===== config.mk =====
export PLATFORM = sky130hd
export DESIGN_NAME = comparator_seq
export DESIGN_NICKNAME = d
export VERILOG_FILES = /design/src/rtl/comparator_seq.sv
export SDC_FILE = /design/constraint.sdc
export NUM_CORES = 1
export LEC_CHECK = 0
export CAP_MARGIN = 0
export CORE_ASPECT_RATIO = 1.1
export CORE_MARGIN = 2
export CORE_UTILIZATION = 50
export DETAILED_ROUTE_END_ITERATION = 10
export MAX_ROUTING_LAYER = met4
export PLACE_DENSITY = 0.77
export SLEW_MARGIN = 20
export SYNTH_ARGS = -nofsm -noshare
export SYNTH_HDL_FRONTEND = slang
export SYNTH_SLANG_ARGS = --single-unit

===== constraint.sdc =====
create_clock -name clk -period 2.05 [get_ports clk]
set_input_delay 0.41 -clock clk [delete_from_list [all_inputs] [get_ports clk]]
set_output_delay 0.41 -clock clk [all_outputs]
set_load 0.01 [all_outputs]

===== src/rtl/comparator_seq.sv =====
// Bit-serial MSB-first magnitude comparator sequencer for the ALU compare path.
// Drives the 1-bit cascade rule over captured operands and reports a registered Z code.
module comparator_seq #(
  parameter int WIDTH      = 4,
  parameter bit EARLY_EXIT = 1'b1
) (
  input  logic             clk,
  input  logic             rst_n,
  input  logic             start,
  input  logic [WIDTH-1:0] a,
  input  logic [WIDTH-1:0] b,
  input  logic [1:0]       c_in,
  output logic             busy,
  output logic             done,
  output logic [1:0]       z,
  output logic             gt,
  output logic             eq,
  output logic             lt
);

  localparam int IDX_W = (WIDTH > 1) ? $clog2(WIDTH) : 1;

  typedef enum logic [1:0] {
    IDLE = 2'd0,
    RUN  = 2'd1,
    DONE = 2'd2
  } state_t;

  state_t           state_r;
  state_t           state_nxt_s;
  logic [WIDTH-1:0] a_r;
  logic [WIDTH-1:0] b_r;
  logic [1:0]       q_r;
  logic [IDX_W-1:0] idx_r;
  logic [1:0]       q_upd_s;
  logic             busy_nxt_s;
  logic             done_nxt_s;
  logic             load_res_s;
  logic             busy_r;
  logic             done_r;
  logic [1:0]       z_r;
  logic             gt_r;
  logic             eq_r;
  logic             lt_r;

  // One comparator cell: a decided code holds, otherwise the current bit decides.
  function automatic logic [1:0] cascade_bit(input logic [1:0] q, input logic abit, input logic bbit);
    logic [1:0] r;
    r = q;
    if (q == 2'b00) begin
      if (abit && !bbit) begin
        r = 2'b10;
      end else if (!abit && bbit) begin
        r = 2'b01;
      end else begin
        r = 2'b00;
      end
    end else begin
      r = q;
    end
    return r;
  endfunction

  // Working code after applying the cell to the current bit.
  always_comb begin
    q_upd_s = cascade_bit(q_r, a_r[idx_r], b_r[idx_r]);
  end

  // State register.
  always_ff @(posedge clk or negedge rst_n) begin
    if (!rst_n) begin
      state_r <= IDLE;
    end else begin
      state_r <= state_nxt_s;
    end
  end

  // Next-state logic; DONE always lasts one cycle.
  always_comb begin
    state_nxt_s = state_r;
    case (state_r)
      IDLE: begin
        if (start) begin
          state_nxt_s = RUN;
        end else begin
          state_nxt_s = IDLE;
        end
      end
      RUN: begin
        if ((idx_r == IDX_W'(0)) || (EARLY_EXIT && (q_upd_s != 2'b00))) begin
          state_nxt_s = DONE;
        end else begin
          state_nxt_s = RUN;
        end
      end
      DONE:    state_nxt_s = IDLE;
      default: state_nxt_s = IDLE;
    endcase
  end

  // Output decode: next values of the registered outputs.
  always_comb begin
    busy_nxt_s = (state_nxt_s != IDLE);
    done_nxt_s = (state_nxt_s == DONE);
    load_res_s = (state_r == RUN) && (state_nxt_s == DONE);
  end

  // Operand capture, bit walk and result registers.
  always_ff @(posedge clk or negedge rst_n) begin
    if (!rst_n) begin
      a_r    <= '0;
      b_r    <= '0;
      q_r    <= 2'b00;
      idx_r  <= '0;
      busy_r <= 1'b0;
      done_r <= 1'b0;
      z_r    <= 2'b00;
      gt_r   <= 1'b0;
      eq_r   <= 1'b1;
      lt_r   <= 1'b0;
    end else begin
      if ((state_r == IDLE) && start) begin
        a_r   <= a;
        b_r   <= b;
        q_r   <= (c_in == 2'b11) ? 2'b00 : c_in;
        idx_r <= IDX_W'(WIDTH - 1);
      end else if (state_r == RUN) begin
        q_r <= q_upd_s;
        if (idx_r != IDX_W'(0)) begin
          idx_r <= idx_r - IDX_W'(1);
        end else begin
          idx_r <= idx_r;
        end
      end else begin
        q_r <= q_r;
      end
      busy_r <= busy_nxt_s;
      done_r <= done_nxt_s;
      if (load_res_s) begin
        z_r  <= q_upd_s;
        gt_r <= (q_upd_s == 2'b10);
        eq_r <= (q_upd_s == 2'b00);
        lt_r <= (q_upd_s == 2'b01);
      end else begin
        z_r <= z_r;
      end
    end
  end

  assign busy = busy_r;
  assign done = done_r;
  assign z    = z_r;
  assign gt   = gt_r;
  assign eq   = eq_r;
  assign lt   = lt_r;

endmodule


After elaboration in Yosys (flattened, before gate mapping)
Cells that the tools add are included.
W data, S select, Z words.
Word-level totals
  bits in registers: 21
  input bits: 13
  output and inout port bits: 7
  logic and storage cells: 51
Operators by class
  add/sub/neg operators: 1
  order comparisons: 1
  equal/unequal tests: 5
  mux-type cells: 16
  reduce and logical (&&, ||, !) cells: 17
Operators with widths (count)
  $mux W2: 9
  $reduce_bool A2 Y1: 5
  $logic_not A2 Y1: 4
  $eq A2 B2 Y1 const B: 3
  $bmux W1 S2: 2
  $eq A2 B1 Y1 const B: 2
  $logic_and A1 B1 Y1: 4
  $mux W1: 4
  $pmux W2 S2: 1
  $lt A2 B3 Y1 const B: 1
  $logic_not A1 Y1: 2
  $reduce_and A2 Y1: 1
  $sub A2 B1 Y2 const B: 1
  $logic_or A1 B1 Y1: 1

Longest topological paths before layout
Gate-level depths: netlist of the first run.
  word-level depth: 13
  mapped depth: 5
  gate-level depth less buffers: 5

Worst setup path before layout of the first run
Ideal clock, no wire load.
  path type: register to register
  start point: reg idx_r[1]
  end point: reg lt_r, in the netlist lt
  setup time: 125 ps
  data arrival time: 1600 ps
  required time: 1925 ps
  slack: 325 ps
  cell stages (with the launch flop): 5
  path buffers: 0
  clock period less this slack: 1725 ps
  cells stage by stage: dfrtp_1 > inv_1 > mux4_2 > a21oi_4 > mux2_4
On the way
  longest elaborated chain between the ends: 13
  elaborated cells between the ends (all ways): 19
  those cells by class: eq/ne: 2; mux: 9; reduce/logical: 8
Ends and longest elaborated chain
  start, declared: line 34  | logic [IDX_W-1:0] idx_r;
  start signal, assigned: line 126  | idx_r <= IDX_W'(WIDTH - 1);
  start signal, assigned: line 130  | idx_r <= idx_r - IDX_W'(1);
  start signal, assigned: line 132  | idx_r <= idx_r;
  $bmux W1 S2: line 66  | q_upd_s = cascade_bit(q_r, a_r[idx_r], b_r[idx_r]);
  $mux W1 (not written as such): line 66
  $logic_not A1 Y1: line 53  | end else if (!abit && bbit) begin
  $logic_and A1 B1 Y1: line 53
  $mux W1: line 53
  $mux W2: line 51  | if (abit && !bbit) begin
  $mux W2: line 50  | if (q == 2'b00) begin
  $reduce_bool A2 Y1: line 90  | if ((idx_r == IDX_W'(0)) || (EARLY_EXIT && (q_upd_s != 2'b00))) begin
  $logic_or A1 B1 Y1 (*): line 90
  $mux W2 (*): line 90
  $pmux W2 S2 (*): line 81  | case (state_r)
  via state_nxt_s[1]: line 30  | state_t state_nxt_s;
  $eq A2 B2 Y1 (*): line 105  | load_res_s = (state_r == RUN) && (state_nxt_s == DONE);
  $logic_and A1 B1 Y1 (*): line 105
  end signal, assigned: line 143  | lt_r <= (q_upd_s == 2'b01);
  end, declared: line 44  | logic lt_r;
The timed path passes the listed nets; every way through them passes the cells marked *. The select of a mux whose other input is x is not followed.
A chain may end at the register's enable or synchronous reset.

Worst setup path in the final report of the first run
Same ends and word-level chain as after synthesis.

==> impl_metrics.yaml, run 1 <==
run:
  maxCapViolations: 0
floorplan:
  core_um2: 1980
  row_count: 17
  dieHeight_um: 51.6
  ios: 20
  die_area_um2: 2440
  die_width_um: 47.2
  start_util_pct: 52.0
sta:
  setup_slack_ps: 207
  max_slew_margin_pct: 71.2
  tightest_slew_ps: 431
  maxSlewViolCount: 0
  fin_crit_sh_pct: 89.9
  whs_ps: 390
  max_freq_ghz: 0.543
  setup_viol: 0
  min_period_ps: 1840
  rsz0062_at_grt: "no"
  finClkSkew_ps: 9.18
  finalHoldViolCount: 0
  tns_ps: 0
worst_setup_path:
  critical_path_class: "flip-flop to flip-flop"
  required_ps: 2260
  setup.worst_path.start_class: "flip-flop"
  worst-path-max-fanout: 6
  end_kind: "flip-flop"
  cp.arrival_ps: 2050
placement:
  port_buffers: 19
  routabilityCongestion: 0.825
  place_ws_ps: 227
  hpwlAfterDp_mm: 1.47
power_and_ir_drop:
  finalPower_mw: 2.11
  cellPowerDensity_nw_per_um2: 1630
  ir_drop_mv: 0.826
  p_leak_nw: 0.542
grt:
  gr-usage-all-layers_pct: 18.7
  grt_max_degree: 13
  antenna_found_initial: 0
  grt_pass1_vias: 723
  grt_pass1_wl_mm: 3.13
  grt-ovfl-total: 0
synth:
  synth_top_cells_by_count: "dfrtp_1 (20), mux2_2 (9), inv_1 (7)"
  synth_most_common_cell: "dfrtp_1"
  synthDominantCellAreaShare_pct: 48.7
  synth-warning-count: 0
  synth_area_leader_cell: "dfrtp_1"
  syn_nets: 95
  synth_area_um2: 1030
  yosysSeqAreaShare_pct: 51.2
  synth-async-reset-ratio_pct: 100
  post_synth.cell_area_avg_um2: 12.7
  synth_area_leaders: "dfrtp_1 (49%), mux2_2 (9.9%), mux4_2 (6.6%)"
  ys_seq_elements: 21
  netlist_instances: 81
  synth_edf_count: 0
  yosys.cell_types.count: 28
  synth_top_flop_cell: "dfrtp_1"
clock_network:
  ctsHoldBuffers: 0
  cts.repair.resized: 0
  clkSinkCount: 21
  clock_latency_ps: 310
  clkSlewWorstSetupHoldPaths_ps: 120
  h-tree-depth: 1
  cts_buffer_depth: 2
  cts_tree: "built"
  cts_setup_buffers: 0
  cts-buffers-inserted: 3
  cts_root_buf: "clkbuf_4"
cells_and_area:
  diodes: 0
  final_nets: 121
  fin_util_pct: 65.7
  drive_above_1_share_pct: 23.6
  areaGrowthSynthToFinish_pct: 26.4
detailed_routing:
  drtIter0Drc: 6
  antenna_left: 0
  drt-total-wl_mm: 1.85
  drt_pass1_iterations: 3
  wire_per_inst_um: 13.8
  route.detailed.drc: 0
  num_vias: 708
  viasPerCell: 5.28
hold_path:
  hold_path.class: "input pin to async pin"
outcome:
  status: "complete, no violations"
[path summary, 6_finish.rpt]
check / slack (ps) / end / startpoint / depth (start not counted)
max: 210 / lt$_DFFE_PN0P_ / idx_r[1]$_DFFE_PN0P_ / 4
max reg2reg: 210 / lt$_DFFE_PN0P_ / idx_r[1]$_DFFE_PN0P_ / 4
max in group asynchronous: 1140 / idx_r[0]$_DFFE_PN0P_ / rst_n / 2
min reg2reg: 530 / z[1]$_DFFE_PN0P_ / z[1]$_DFFE_PN0P_ / 2
min in group clk: 530 / z[1]$_DFFE_PN0P_ / z[1]$_DFFE_PN0P_ / 2
min: 390 / z[1]$_DFFE_PN0P_ / rst_n / 1
[logic make-up (layout without fill, tap and decap cells)]
family	Yosys count	after routing	share of synthesized area, %
adder cells (fa/ha/maj)	1	1	1.22
multiplexers	16	16	20.8
buffers and inverters	9	34	3.53
AO/OA/AOI/OAI	14	14	10.6
XOR/XNOR	4	4	3.41
AND/OR/NAND/NOR	16	16	9.24
flip-flops	21	21	51.2
[cell type report]
cell class,count,area [um^2]
Multi-Input combinational cell,51,465
Sequential cell,21,527
Timing Repair Buffer,23,220
Clock buffer,4,26.3
Fill cell,162,678
Tap cell,28,35.0
Inverter,7,26.3
[power breakdown]
group,switching (mW),total [mW],internal (mW)
clock network,0.126,0.201,0.0760
logic,0.451,1.09,0.638
registers,0.202,0.823,0.621
[registers in the layout, summed over array words and instances (netlist names), 2 cells and up]
register / count
a_r: 4
b_r: 4
idx_r: 2
q_r: 2
state_r: 2
z: 2
[layout by cell type, fill, tap and decap left out, types with 3 or more instances in the layout]
| cell | instances |
|---|---|
| clkbuf_4 | 3 |
| inv_1 | 7 |
| mux2_2 | 9 |
| xnor2_1 | 4 |
| clkdlybuf4s50_1 | 19 |
| nor2_1 | 5 |
| mux2i_1 | 3 |
| buf_4 | 4 |
| nand2b_1 | 3 |
| dfrtp_1 | 20 |
| mux4_2 | 3 |
[layer usage]
metal | share of wire (%) | global-route usage, % | vias to the layer above
li1 | - | - | 343
met1 | 43 | 21.4 | 345
met2 | 52 | 31.8 | 15
met3 | 3.4 | 3.13 | 5
met4 | 1.7 | 6.94 | 0
met5 | 0 | - | -
[worst max-delay path, cell delays in order (launching register included)]
cell	delay, ps
dfrtp_1	430
inv_1	150
mux4_2	590
a21oi_4	260
mux2_4	320
[stage by stage]
stage,instance area [um^2],cells
after floorplan,1030,81
after global placement,1270,130
after detailed placement,1270,130
after CTS,1300,134
after global routing,1300,134
final,1300,134
Power figures use the tool's default switching activity.
==> inputs of run 2 (changes only) <==
--- a/config.mk
+++ b/config.mk
@@ -12,6 +12,7 @@
 export DETAILED_ROUTE_END_ITERATION = 10
 export MAX_ROUTING_LAYER = met4
 export PLACE_DENSITY = 0.77
+export REMOVE_ABC_BUFFERS = 1
 export SLEW_MARGIN = 20
 export SYNTH_ARGS = -nofsm -noshare
 export SYNTH_HDL_FRONTEND = slang
==> impl_metrics.yaml, run 2 (synthesized netlist as in run 1, its figures left out) <==
outcome:
  status: "complete, no violations"
detailed_routing:
  antenna_left: 0
  drtIter0Drc: 10
  viasPerCell: 5.34
  route.detailed.drc: 0
  drt_pass1_iterations: 4
  wire_per_inst_um: 13.6
  drt-total-wl_mm: 1.82
  num_vias: 716
sta:
  setup_viol: 0
  rsz0062_at_grt: "no"
  max_slew_margin_pct: 75.3
  whs_ps: 369
  setup_slack_ps: 242
  tightest_slew_ps: 370
  finClkSkew_ps: 4.02
  finalHoldViolCount: 0
  max_freq_ghz: 0.553
  min_period_ps: 1810
  maxSlewViolCount: 0
  tns_ps: 0
  fin_crit_sh_pct: 88.2
cells_and_area:
  layout.cells.most_common_list: "dfrtp_1 (20), clkdlybuf4s50_1 (19), mux2_2 (9)"
  fillCellCount: 174
  design_area_um2: 1300
  fin_util_pct: 65.7
  reg_top3: "a_r (4), b_r (4)"
  mostFrequentLayoutCell: "dfrtp_1"
  drive_above_1_share_pct: 23.6
  stdcell_count: 134
  areaGrowthSynthToFinish_pct: 26.4
  diodes: 0
  final_nets: 121
hold_path:
  hold_path.class: "input pin to async pin"
placement:
  post-place-cells: 130
  hpwlAfterDp_mm: 1.47
  routabilityCongestion: 0.878
  port_buffers: 19
  place_ws_ps: 256
  place_area_um2: 1270
clock_network:
  cts_tree: "built"
  cts_buffer_depth: 2
  clkSinkCount: 21
  cts.repair.resized: 0
  cts-buffers-inserted: 3
  ctsHoldBuffers: 0
  h-tree-depth: 1
  clkSlewWorstSetupHoldPaths_ps: 110
  cts_root_buf: "clkbuf_4"
  clock_latency_ps: 310
  cts_setup_buffers: 0
floorplan:
  dieHeight_um: 51.6
  die_area_um2: 2440
  row_count: 17
  die_width_um: 47.2
  start_util_pct: 52.0
  ios: 20
  core_um2: 1980
worst_setup_path:
  required_ps: 2250
  rr_endpoint: "lt$_DFFE_PN0P_"
  setup.worst_path.start_class: "flip-flop"
  reg2reg_slack_ps: 240
  rr_worst_depth: 4
  r2r-start: "idx_r[1]$_DFFE_PN0P_"
  cp.arrival_ps: 2010
  crit_start: "idx_r[1]$_DFFE_PN0P_"
  critical_path_class: "flip-flop to flip-flop"
  worst-path-max-fanout: 6
  end_kind: "flip-flop"
grt:
  gr-usage-all-layers_pct: 18.7
  antenna_found_initial: 0
  grt_pass1_vias: 749
  grt_max_degree: 14
  grt_pass1_wl_mm: 3.11
  grt-ovfl-total: 0
power_and_ir_drop:
  p_leak_nw: 0.542
  ir_drop_mv: 0.840
  cellPowerDensity_nw_per_um2: 1610
  finalPower_mw: 2.10
run:
  maxCapViolations: 0
==> run 2: cell counts in the layout (fill, tap and decap cells not counted) <==
No cell type changed its count.
==> run 2: routing by layer <==
| layer | share of wire [%] | GRT usage, % | vias up | wire length (um) |
|---|---|---|---|---|
| met5 | 0 | - | - | 0 |
| met4 | 3.3 | 12.0 | 0 | 60 |
| met3 | 3.1 | 3.47 | 7 | 57 |
| met2 | 52 | 29.7 | 19 | 949 |
| met1 | 41 | 20.7 | 346 | 750 |
| li1 | - | - | 344 | - |
==> run 2: how the worst max path moves through the flow <==
stage	slack, ps	to	cells after the start
2_1_floorplan	320	lt$_DFFE_PN0P_	4
3_3_place_gp	280	lt$_DFFE_PN0P_	4
3_5_place_dp	260	lt$_DFFE_PN0P_	4
4_1_cts	230	lt$_DFFE_PN0P_	4
5_1_grt	160	lt$_DFFE_PN0P_	4
6_report	240	lt$_DFFE_PN0P_	4
==> run 2: critical path, cell delays in order (launching register included) <==
cell and delay, ps:
dfrtp_1 420, inv_1 140, mux4_2 580, a21oi_4 260, mux2_4 320
==> run 2: report_power, final <==
group	total (mW)	internal, mW	leakage (nW)	switching [mW]
sequential	0.821	0.621	0.245	0.200
clock	0.196	0.0760	0.0150	0.120
combinational	1.08	0.637	0.281	0.443
total	2.10	1.33	0.542	0.763
==> run 2: final cells by class <==
cell class	instances	area [um^2]	share of cell area (%)
Inverter	7	26.3	2.02
Multi-Input combinational cell	51	465	35.8
Sequential cell	21	527	40.5
Timing Repair Buffer	23	220	16.9
Tap cell	28	35.0	2.69
Clock buffer	4	26.3	2.02
